**src/rtl/mips_wb_pkg.sv**
```systemverilog
// Shared types and helpers for the MIPS posted-write buffer.
package mips_wb_pkg;

  localparam int WB_DATA_W   = 32;
  localparam int WB_BE_W     = 4;
  // Word addresses are held zero-extended to a fixed width so the entry type can be shared.
  localparam int WB_WA_MAX_W = 62;

  typedef struct packed {
    logic [WB_WA_MAX_W-1:0] word_addr;
    logic [WB_DATA_W-1:0]   data;
    logic [WB_BE_W-1:0]     be;
    logic                   valid;
  } wb_entry_t;

  typedef enum logic {
    DRAIN_IDLE  = 1'b0,
    DRAIN_ISSUE = 1'b1
  } drain_state_t;

  function automatic int WB_PTR_W(input int depth);
    return $clog2(depth) + 1;
  endfunction

endpackage

```
**src/rtl/mips_wb_lane_select.sv**
```systemverilog
// Youngest-match selector: scans slots from the oldest position up to tail-1 so the youngest match wins.
module mips_wb_lane_select
  import mips_wb_pkg::*;
#(
  parameter int  DEPTH = 4,
  localparam int IDX_W = WB_PTR_W(DEPTH) - 1
) (
  input  logic [DEPTH-1:0] match,
  input  logic [IDX_W-1:0] tail_idx,
  output logic             hit,
  output logic [IDX_W-1:0] sel
);

  always_comb begin
    logic [IDX_W-1:0] idx;
    hit = 1'b0;
    sel = '0;
    idx = '0;
    for (int k = DEPTH; k >= 1; k--) begin
      idx = tail_idx - IDX_W'(k);
      if (match[idx]) begin
        hit = 1'b1;
        sel = idx;
      end
    end
  end

endmodule

```
**src/rtl/mips_write_buffer.sv**
```systemverilog
// Posted-write buffer between the MIPS data port and an Avalon write slave, with
// byte-lane store merging and per-byte store-to-load forwarding.
module mips_write_buffer
  import mips_wb_pkg::*;
#(
  parameter int DEPTH    = 4,
  parameter int MERGE_EN = 1,
  parameter int ADDR_W   = 32
) (
  input  logic                   clk,
  input  logic                   rst,
  input  logic                   wr_valid,
  input  logic [ADDR_W-1:0]      wr_address,
  input  logic [31:0]            wr_data,
  input  logic [3:0]             wr_byteenable,
  output logic                   wr_ready,
  input  logic [ADDR_W-1:0]      lk_address,
  output logic [3:0]             lk_byteenable,
  output logic [31:0]            lk_data,
  output logic [ADDR_W-1:0]      mem_address,
  output logic                   mem_write,
  output logic [31:0]            mem_writedata,
  output logic [3:0]             mem_byteenable,
  input  logic                   waitrequest,
  output logic [$clog2(DEPTH):0] count,
  output logic                   empty
);

  localparam int PTR_W = WB_PTR_W(DEPTH);
  localparam int IDX_W = PTR_W - 1;
  localparam int WA_W  = ADDR_W - 2;

  wb_entry_t            ent [DEPTH];
  logic [PTR_W-1:0]     head, tail, head_n, tail_n;
  logic [IDX_W-1:0]     head_idx, tail_idx;
  drain_state_t         state, state_n;
  logic                 full, push, pop, alloc;
  logic                 merge_hit;
  logic [IDX_W-1:0]     merge_sel;
  logic [DEPTH-1:0]     merge_match;
  logic [31:0]          merge_data;
  logic [3:0]           merge_be;
  logic [WB_WA_MAX_W-1:0] wr_wa, lk_wa;
  logic                 unused_addr_lsbs;

  assign unused_addr_lsbs = ^{wr_address[1:0], lk_address[1:0]};

  assign wr_wa    = WB_WA_MAX_W'(wr_address[ADDR_W-1:2]);
  assign lk_wa    = WB_WA_MAX_W'(lk_address[ADDR_W-1:2]);
  assign head_idx = head[IDX_W-1:0];
  assign tail_idx = tail[IDX_W-1:0];
  assign full     = (head[PTR_W-1] != tail[PTR_W-1]) && (head_idx == tail_idx);

  // Store acceptance: merge into an existing entry, otherwise allocate at the tail.
  always_comb begin
    merge_match = '0;
    for (int i = 0; i < DEPTH; i++) begin
      merge_match[i] = (MERGE_EN != 0) && ent[i].valid && (ent[i].word_addr == wr_wa)
                       && !(mem_write && (IDX_W'(i) == head_idx));
    end
  end

  mips_wb_lane_select #(.DEPTH(DEPTH)) u_merge_sel (
    .match    (merge_match),
    .tail_idx (tail_idx),
    .hit      (merge_hit),
    .sel      (merge_sel)
  );

  always_comb begin
    merge_be   = ent[merge_sel].be | wr_byteenable;
    merge_data = ent[merge_sel].data;
    for (int b = 0; b < 4; b++) begin
      if (wr_byteenable[b]) merge_data[8*b +: 8] = wr_data[8*b +: 8];
    end
  end

  assign wr_ready = !full || merge_hit;
  assign push     = wr_valid && wr_ready;
  assign alloc    = push && !merge_hit;
  assign pop      = mem_write && !waitrequest;
  assign head_n   = head + PTR_W'(pop);
  assign tail_n   = tail + PTR_W'(alloc);

  // Entry storage: only the valid bits are reset.
  always_ff @(posedge clk or negedge rst) begin
    if (!rst) begin
      for (int i = 0; i < DEPTH; i++) ent[i].valid <= 1'b0;
    end else begin
      if (pop) ent[head_idx].valid <= 1'b0;
      if (push && merge_hit) begin
        ent[merge_sel].data <= merge_data;
        ent[merge_sel].be   <= merge_be;
      end else if (alloc) begin
        ent[tail_idx] <= '{word_addr: wr_wa, data: wr_data, be: wr_byteenable, valid: 1'b1};
      end
    end
  end

  always_ff @(posedge clk or negedge rst) begin
    if (!rst) begin
      head  <= '0;
      tail  <= '0;
      count <= '0;
      empty <= 1'b1;
    end else begin
      head  <= head_n;
      tail  <= tail_n;
      count <= tail_n - head_n;
      empty <= (tail_n == head_n) && (state_n == DRAIN_IDLE);
    end
  end

  // Drain sequencer: present the head, hold it through waitrequest, then idle one cycle.
  always_ff @(posedge clk or negedge rst) begin
    if (!rst) state <= DRAIN_IDLE;
    else      state <= state_n;
  end

  always_comb begin
    state_n = state;
    case (state)
      DRAIN_IDLE:  if (count != '0) state_n = DRAIN_ISSUE;
      DRAIN_ISSUE: if (!waitrequest) state_n = DRAIN_IDLE;
      default:     state_n = DRAIN_IDLE;
    endcase
  end

  assign mem_write      = (state == DRAIN_ISSUE);
  assign mem_address    = {ent[head_idx].word_addr[WA_W-1:0], 2'b00};
  assign mem_writedata  = ent[head_idx].data;
  assign mem_byteenable = ent[head_idx].be;

  // Forwarding: each byte lane independently picks its youngest covering entry.
  for (genvar b = 0; b < 4; b++) begin : g_lane
    logic [DEPTH-1:0] lane_match;
    logic             lane_hit;
    logic [IDX_W-1:0] lane_sel;

    always_comb begin
      lane_match = '0;
      for (int i = 0; i < DEPTH; i++) begin
        lane_match[i] = ent[i].valid && ent[i].be[b] && (ent[i].word_addr == lk_wa);
      end
    end

    mips_wb_lane_select #(.DEPTH(DEPTH)) u_lane_sel (
      .match    (lane_match),
      .tail_idx (tail_idx),
      .hit      (lane_hit),
      .sel      (lane_sel)
    );

    assign lk_byteenable[b]  = lane_hit;
    assign lk_data[8*b +: 8] = lane_hit ? ent[lane_sel].data[8*b +: 8] : 8'h00;
  end

endmodule

```
**config.mk**
```make
export PLATFORM = sky130hd
export DESIGN_NAME = mips_write_buffer
export DESIGN_NICKNAME = d
export VERILOG_FILES = /design/src/rtl/mips_wb_pkg.sv /design/src/rtl/mips_wb_lane_select.sv /design/src/rtl/mips_write_buffer.sv
export SDC_FILE = /design/constraint.sdc
export NUM_CORES = 1
export LEC_CHECK = 0
export ABC_AREA = 1
export CORE_ASPECT_RATIO = 1.75
export CORE_MARGIN = 1.5
export CORE_UTILIZATION = 38
export CTS_BUF_LIST = sky130_fd_sc_hd__clkbuf_16
export CTS_CLUSTER_SIZE = 20
export DETAILED_ROUTE_END_ITERATION = 8
export GPL_TIMING_DRIVEN = 0
export HOLD_SLACK_MARGIN = 0.1
export PLACE_DENSITY = 0.61
export SYNTH_ARGS = -nofsm -noshare
export SYNTH_HDL_FRONTEND = slang
export SYNTH_SLANG_ARGS = --single-unit
```
**constraint.sdc**
```tcl
create_clock -name clk -period 8.8 [get_ports clk]
set_input_delay 0.88 -clock clk [delete_from_list [all_inputs] [get_ports clk]]
set_output_delay 0.88 -clock clk [all_outputs]
set_load 0.005 [all_outputs]
```
Yosys cells after proc, flatten, opt, wreduce, memory -nomap -nowiden
Index checks and enable logic that the tools add are counted.
- word-level logic and storage cells: 252
- input port bits: 104
- output and inout port bits: 110
- bits in registers: 407
- bitwise operators: 10
- add/subtract/negate cells: 6
- mux-type cells: 124
- eq/ne operators: 14
- reductions and logical operators: 63
- order comparisons: 14
- operators by type and width (operator ; count):
    $bwmux W396 ; 4
    $bmux W99 S2 ; 6
    $mux W396 ; 3
    $demux W99 S2 ; 4
    $eq A62 B30 Y1 ; 8
    $mux W37 ; 5
    $mux W67 ; 2
    $mux W99 ; 1
    $mux W8 ; 8
    $mux W29 ; 2
    $logic_and A1 B1 Y1 ; 53
    $mux W1 ; 43
    $mux W21 ; 2
    $bmux W1 S2 ; 20
    $mux W2 ; 20
    $mux W13 ; 2
    $ge A3 B3 Y1 const B ; 7
    $not A2 Y3 ; 7
    $lt A2 B3 Y1 const B ; 4
    $lt A3 B1 Y1 const B ; 3
    $logic_not A1 Y1 ; 7
    $add A3 B1 Y3 ; 2
    $mux W5 ; 1
    $eq A2 B2 Y1 const A ; 2
    13 further kinds ; 15

Depth between registers and ports, before layout
Gate-level depths: netlist of run 1.
- depth after elaboration: 18
- gate-level depth with buffers: 27
- depth with buffers taken out: 24

Hierarchy
Synthesis of run 1 repeated with hierarchy kept, for this count alone.
- cell total of the unflattened synthesis: 2750
- area, all modules: 20294.5 um^2
- modules (own cells, without submodules) (module ; cells an instance ; area an instance (um^2) ; times used):
    mips_write_buffer ; 2495 ; 19137.1 ; 1
    mips_wb_lane_select ; 51 ; 231.5 ; 5

Worst setup path after synthesis of run 1
Ideal clock, no wire load.
- path type: flip-flop to flip-flop
- from: register, netlist name tail[0]
- to: register ent[298] (netlist name), enable pin
- slack: 3.875 ns
- buffers on the path: 6
- period minus slack after synthesis: 4.925 ns
- arrival time: 4.484 ns
- library setup time: 0.441 ns
- cell stages (with the launch flop): 20
- cell sequence: dfrtp_1 buf_2 inv_1 clkbuf_1 buf_2 buf_2 ha_1 clkbuf_1 inv_1 nand2_1 nand2_1 nand2_4 nand2_2 nand2_4 nand2_2 buf_6 nand2_2 inv_2 nand2_1 a21oi_1
- RTL lines (item ; RTL line ; text):
    to (signal, indexed assignment) ; mips_write_buffer.sv:95 ; ent[tail_idx] <= '{word_addr: wr_wa, data: wr_data, be: wr_byteenable, valid: 1'b1};
    to (decl) ; mips_write_buffer.sv:33 ; wb_entry_t ent [DEPTH];

Worst setup path in the final report of run 1
- from: input port lk_address[17]
- to: output port lk_data[26]
- longest elaborated chain between the ends: 13
- elaborated cells on any way between the ends: 29
- ends and longest elaborated chain (item ; RTL line ; text):
    from (decl) ; mips_write_buffer.sv:17 ; input logic [ADDR_W-1:0] lk_address,
    $eq A62 B30 Y1 ; mips_write_buffer.sv:143 ; lane_match[i] = ent[i].valid && ent[i].be[b] && (ent[i].word_addr == lk_wa);
    $logic_and A1 B1 Y1 ; mips_write_buffer.sv:143 ;
    $bmux W1 S2 ; mips_wb_lane_select.sv:21 ; if (match[idx]) begin
    $mux W1 (not written as such) ; mips_wb_lane_select.sv:21 ;
    $mux W2 (4 in series) ; mips_wb_lane_select.sv:21 ;
    $not A2 Y3 (not written as such) ; mips_write_buffer.sv:155 ; assign lk_data[8*b +: 8] = lane_hit ? ent[lane_sel].data[8*b +: 8] : 8'h00;
    $bmux W99 S2 ; mips_write_buffer.sv:155 ;
    $mux W37 (not written as such) (2 in series) ; mips_write_buffer.sv:155 ;
    $mux W8 (*) ; mips_write_buffer.sv:155 ;
    to (decl) ; mips_write_buffer.sv:19 ; output logic [31:0] lk_data,
Mark *: on every way between the ends. The rest lies on a longest branch, timed or not. The select of a mux whose other input is x is not followed.

==> results of run 1 <==
where the power goes:
part / internal, mW / total (mW) / switching [mW]
Sequential: 1.77 / 1.96 / 0.192
Clock: 0.698 / 1.32 / 0.617
Combinational: 1.22 / 3.92 / 2.70
Total: 3.69 / 7.20 / 3.50
per-stage QoR:
step           power (mW)  setup slack (ns)  hold slack (ns)
4_1_cts              7.02              2.12            0.521
2_1_floorplan        3.77              3.88            0.491
3_5_place_dp         5.72              2.14            0.511
5_1_grt              7.40              1.74            0.533
6_report             7.20              1.68            0.519
3_3_place_gp         5.68            -0.409            0.512
cells in the mapped netlist, drive strengths merged:
cell / n / area [sq um]
nand2: 1209 / 4620
inv: 437 / 1640
nor2: 390 / 1510
nand3: 371 / 1890
edfxtp: 264 / 7930
nand4: 113 / 707
o21ai: 90 / 495
buf: 80 / 475
a22oi: 66 / 495
o221ai: 58 / 508
clkbuf: 57 / 214
nor3: 50 / 284
a21oi: 48 / 240
xnor2: 46 / 403
xor2: 28 / 245
dfrtp: 14 / 350
nor3b: 12 / 90.1
nand3b: 11 / 82.6
ha: 10 / 125
o211ai: 8 / 60.1
or2: 7 / 43.8
o22ai: 6 / 37.5
and2: 5 / 31.3
clkinv: 5 / 18.8
o21bai: 5 / 56.3
and3: 2 / 12.5
nor2b: 2 / 12.5
nor4: 2 / 18.8
a211oi: 1 / 7.51
a21boi: 1 / 7.51
conb: 1 / 3.75
dfstp: 1 / 26.3
fa: 1 / 20.0
worst max path at each step:
stage | cells past startpoint | startpoint | endpoint | slack (ns)
floorplan | 19 | tail[0] | ent[298] | 3.88
global placement | 19 | wr_address[3] | ent[119] | -0.41
detailed placement | 21 | lk_address[17] | lk_data[26] | 2.14
CTS | 21 | lk_address[17] | lk_data[26] | 2.12
global route | 21 | lk_address[17] | lk_data[24] | 1.74
finish | 21 | lk_address[17] | lk_data[26] | 1.68
per-layer routing:
metal | GRT usage (%) | vias up | wire length, microns
li1 | - | 11600 | -
met1 | 41.5 | 12300 | 41900
met2 | 80.2 | 1768 | 69800
met3 | 12.0 | 767 | 11500
met4 | 52.7 | 12 | 20200
met5 | 0 | - | 91
sequential cells by signal, summed over array words and instances, names as in the netlist:
signal / flops
ent: 268
count: 3
head: 3
tail: 3
empty: 1
mem_write: 1
cell type report:
class	instances	area, sq um	area share (%)
Multi-Input combinational cell	2544	12100	45.0
Sequential cell	279	8300	30.9
Timing Repair Buffer	205	2150	8.01
Inverter	442	1660	6.18
Tap cell	780	976	3.64
Clock buffer	31	776	2.89
Buffer	137	689	2.57
Clock inverter	25	186	0.694
Antenna cell	7	17.5	0.0653
cell families (layout without fill, tap and decap cells):
logic type / count (synthesis) / count (layout) / share of synthesized area (%)
other cells: 1 / 9 / 0.0166
compound gates: 283 / 283 / 8.42
flops: 279 / 279 / 36.7
xor+xnor: 74 / 74 / 2.86
simple gates: 2174 / 2174 / 41.0
fa+ha+maj: 11 / 11 / 0.641
buf+inv: 579 / 840 / 10.4
==> metrics.txt, run 1 <==
result of the run=finished, final reports clean; chip width=188 microns; top achievable clock speed=140 MHz; Cells on Worst Hold Path=1; clk_skew=0.0340 ns; sink of the worst hold path=head[2]; clock tree root buffer cell=sky130_fd_sc_hd__clkbuf_16; number of maximum-capacitance constraint violations=0; RSZ-0062 raised after global routing=no; Cells after DPL=4,386; Worst Tran Pin Value=1.33 ns; die footprint=61,100 sq um; Critical Path Start Type=input pin; number of resized instances in the post-cts repair step=0; worst-case clock buffer depth=3; gpl congestion=1.13; Die Height=326 microns; first-pass GRT wire length=197,000 microns; post-synthesis cell count=3,401; count of cell types in the netlist=48; warning count from the yosys run=0; startpoint of the worst hold path=head[2]; count of vias placed by the detailed router=26,500; half-perimeter wire length after detailed placement=113,000 microns; vias per inst=5.95; latest clock arrival within the worst-skew pair=0.64 ns; sequential share of the synthesized area=36.7%; aggregate global-route resource usage=46.5%; crit end category=output port; nets@finish=3,754; clock transition time at the flip-flop clock pins of the worst setup and hold paths=0.07 ns; worst-case headroom to the max-slew limit=11.4%; via count of the first global-routing pass=26,000; Pwr Density=268 nW/um^2; Setup Total Neg Slack=0 ns; area after detailed placement=25,800 sq um; antenna violations before repair=17; area of the core=59,100 sq um; number of cells on the worst reg-to-reg path=19; critical path class=input pin to output port; flop and latch count out of synthesis=279; Leakage Power=12.4 nW; slowest stage cell on the critical path=sky130_fd_sc_hd__clkdlybuf4s50_1; # DRC=0; Mapped Area=22,700 sq um; Most Frequent Cell on Critical Path=sky130_fd_sc_hd__nand2_1; dominant delay contributor by cell family on the critical path=simple AND/OR/NAND/NOR gates; ratio of cells with drive above 1 in the final layout=6.85%; worst path bufs/invs=6; per-instance average area after synthesis=6.66 sq um; Design Area, Final=26,800 sq um; final wirelength=143,000 microns; final-layout fill cell count=6,368; Detailed Routing Iterations Pass 1=8; largest net degree at the start of global routing=27; Post-CTS Repair Setup Buffers=0; count of routing violations after the opening detailed-route iteration=3,085; minimum clock period after layout=7.12 ns; commonest non-fill, non-tap cell in the layout=sky130_fd_sc_hd__nand2_1; data arrival time of the worst path=6.24 ns; Reg-to-Reg End=ent[122]; total overflow reported by the global router=0; crit path cell chain=clkdlybuf4s50_1, inv_1, nor2_1, nor3_1, nand2_1, nor2_1, nand2_1, nor2_1, nand3_1, nand2_1, nand2_1, nand2_1, inv_1, nand2_1, inv_1, nand2_1, nand2_1, inv_1, nand3_1, a21oi_1, clkdlybuf4s50_1; ratio of final minimum period to clock period=80.9%; starting utilization of the core area=38.4%; number of port buffers=195; FF-to-FF Start=ent[57]; TritonCTS buffer count=30; Layout Utilization=45.5%; most used cells in the layout excluding fill and tap cells=1,181 x sky130_fd_sc_hd__nand2_1, 396 x sky130_fd_sc_hd__inv_1, 373 x sky130_fd_sc_hd__nor2_1; area added between synthesis and finish=18.5%; CTS H-Tree Depth=1; delay of the slowest critical-path stage=0.72 ns; total I/O pin count=214; hold_buf cts=0; Wirelength per Cell=32.2 microns; antenna-violating nets left=0; largest voltage drop on the vdd net=0.195 mV; total count of hold-check failures in the final report=0; final setup vio count=0; CP max FO=9; Final Max Tran Viols=0; total number of placement rows=118; Required @ worst endpoint=7.92 ns; clock tree from TritonCTS=yes; non-filler cells in the finished layout=4,450; flop2flop setup slack=3.39 ns; clock sinks=279; worst min-delay path category=flip-flop to flip-flop
Note: power is estimated with default switching activity, not from simulation.
==> run 2, diff against run 1 <==
Clock period 8.8 ns to 6.9 ns, I/O delays scaled along.
==> results of run 2 <==
Same layout as run 1 (identical final DEF). Status: finished, final reports clean.
Main changes from that run: setup slack after placement 2.14 ns -> 0.618 ns; setup slack after layout 1.68 ns -> 0.158 ns; hold slack 0.519 ns -> 0.512 ns; register-to-register setup slack 3.39 ns -> 1.49 ns; end point of the worst hold path head[2] -> ent[347]; total power 7.20 mW -> 9.18 mW; worst IR drop on VDD 0.195 mV -> 0.248 mV
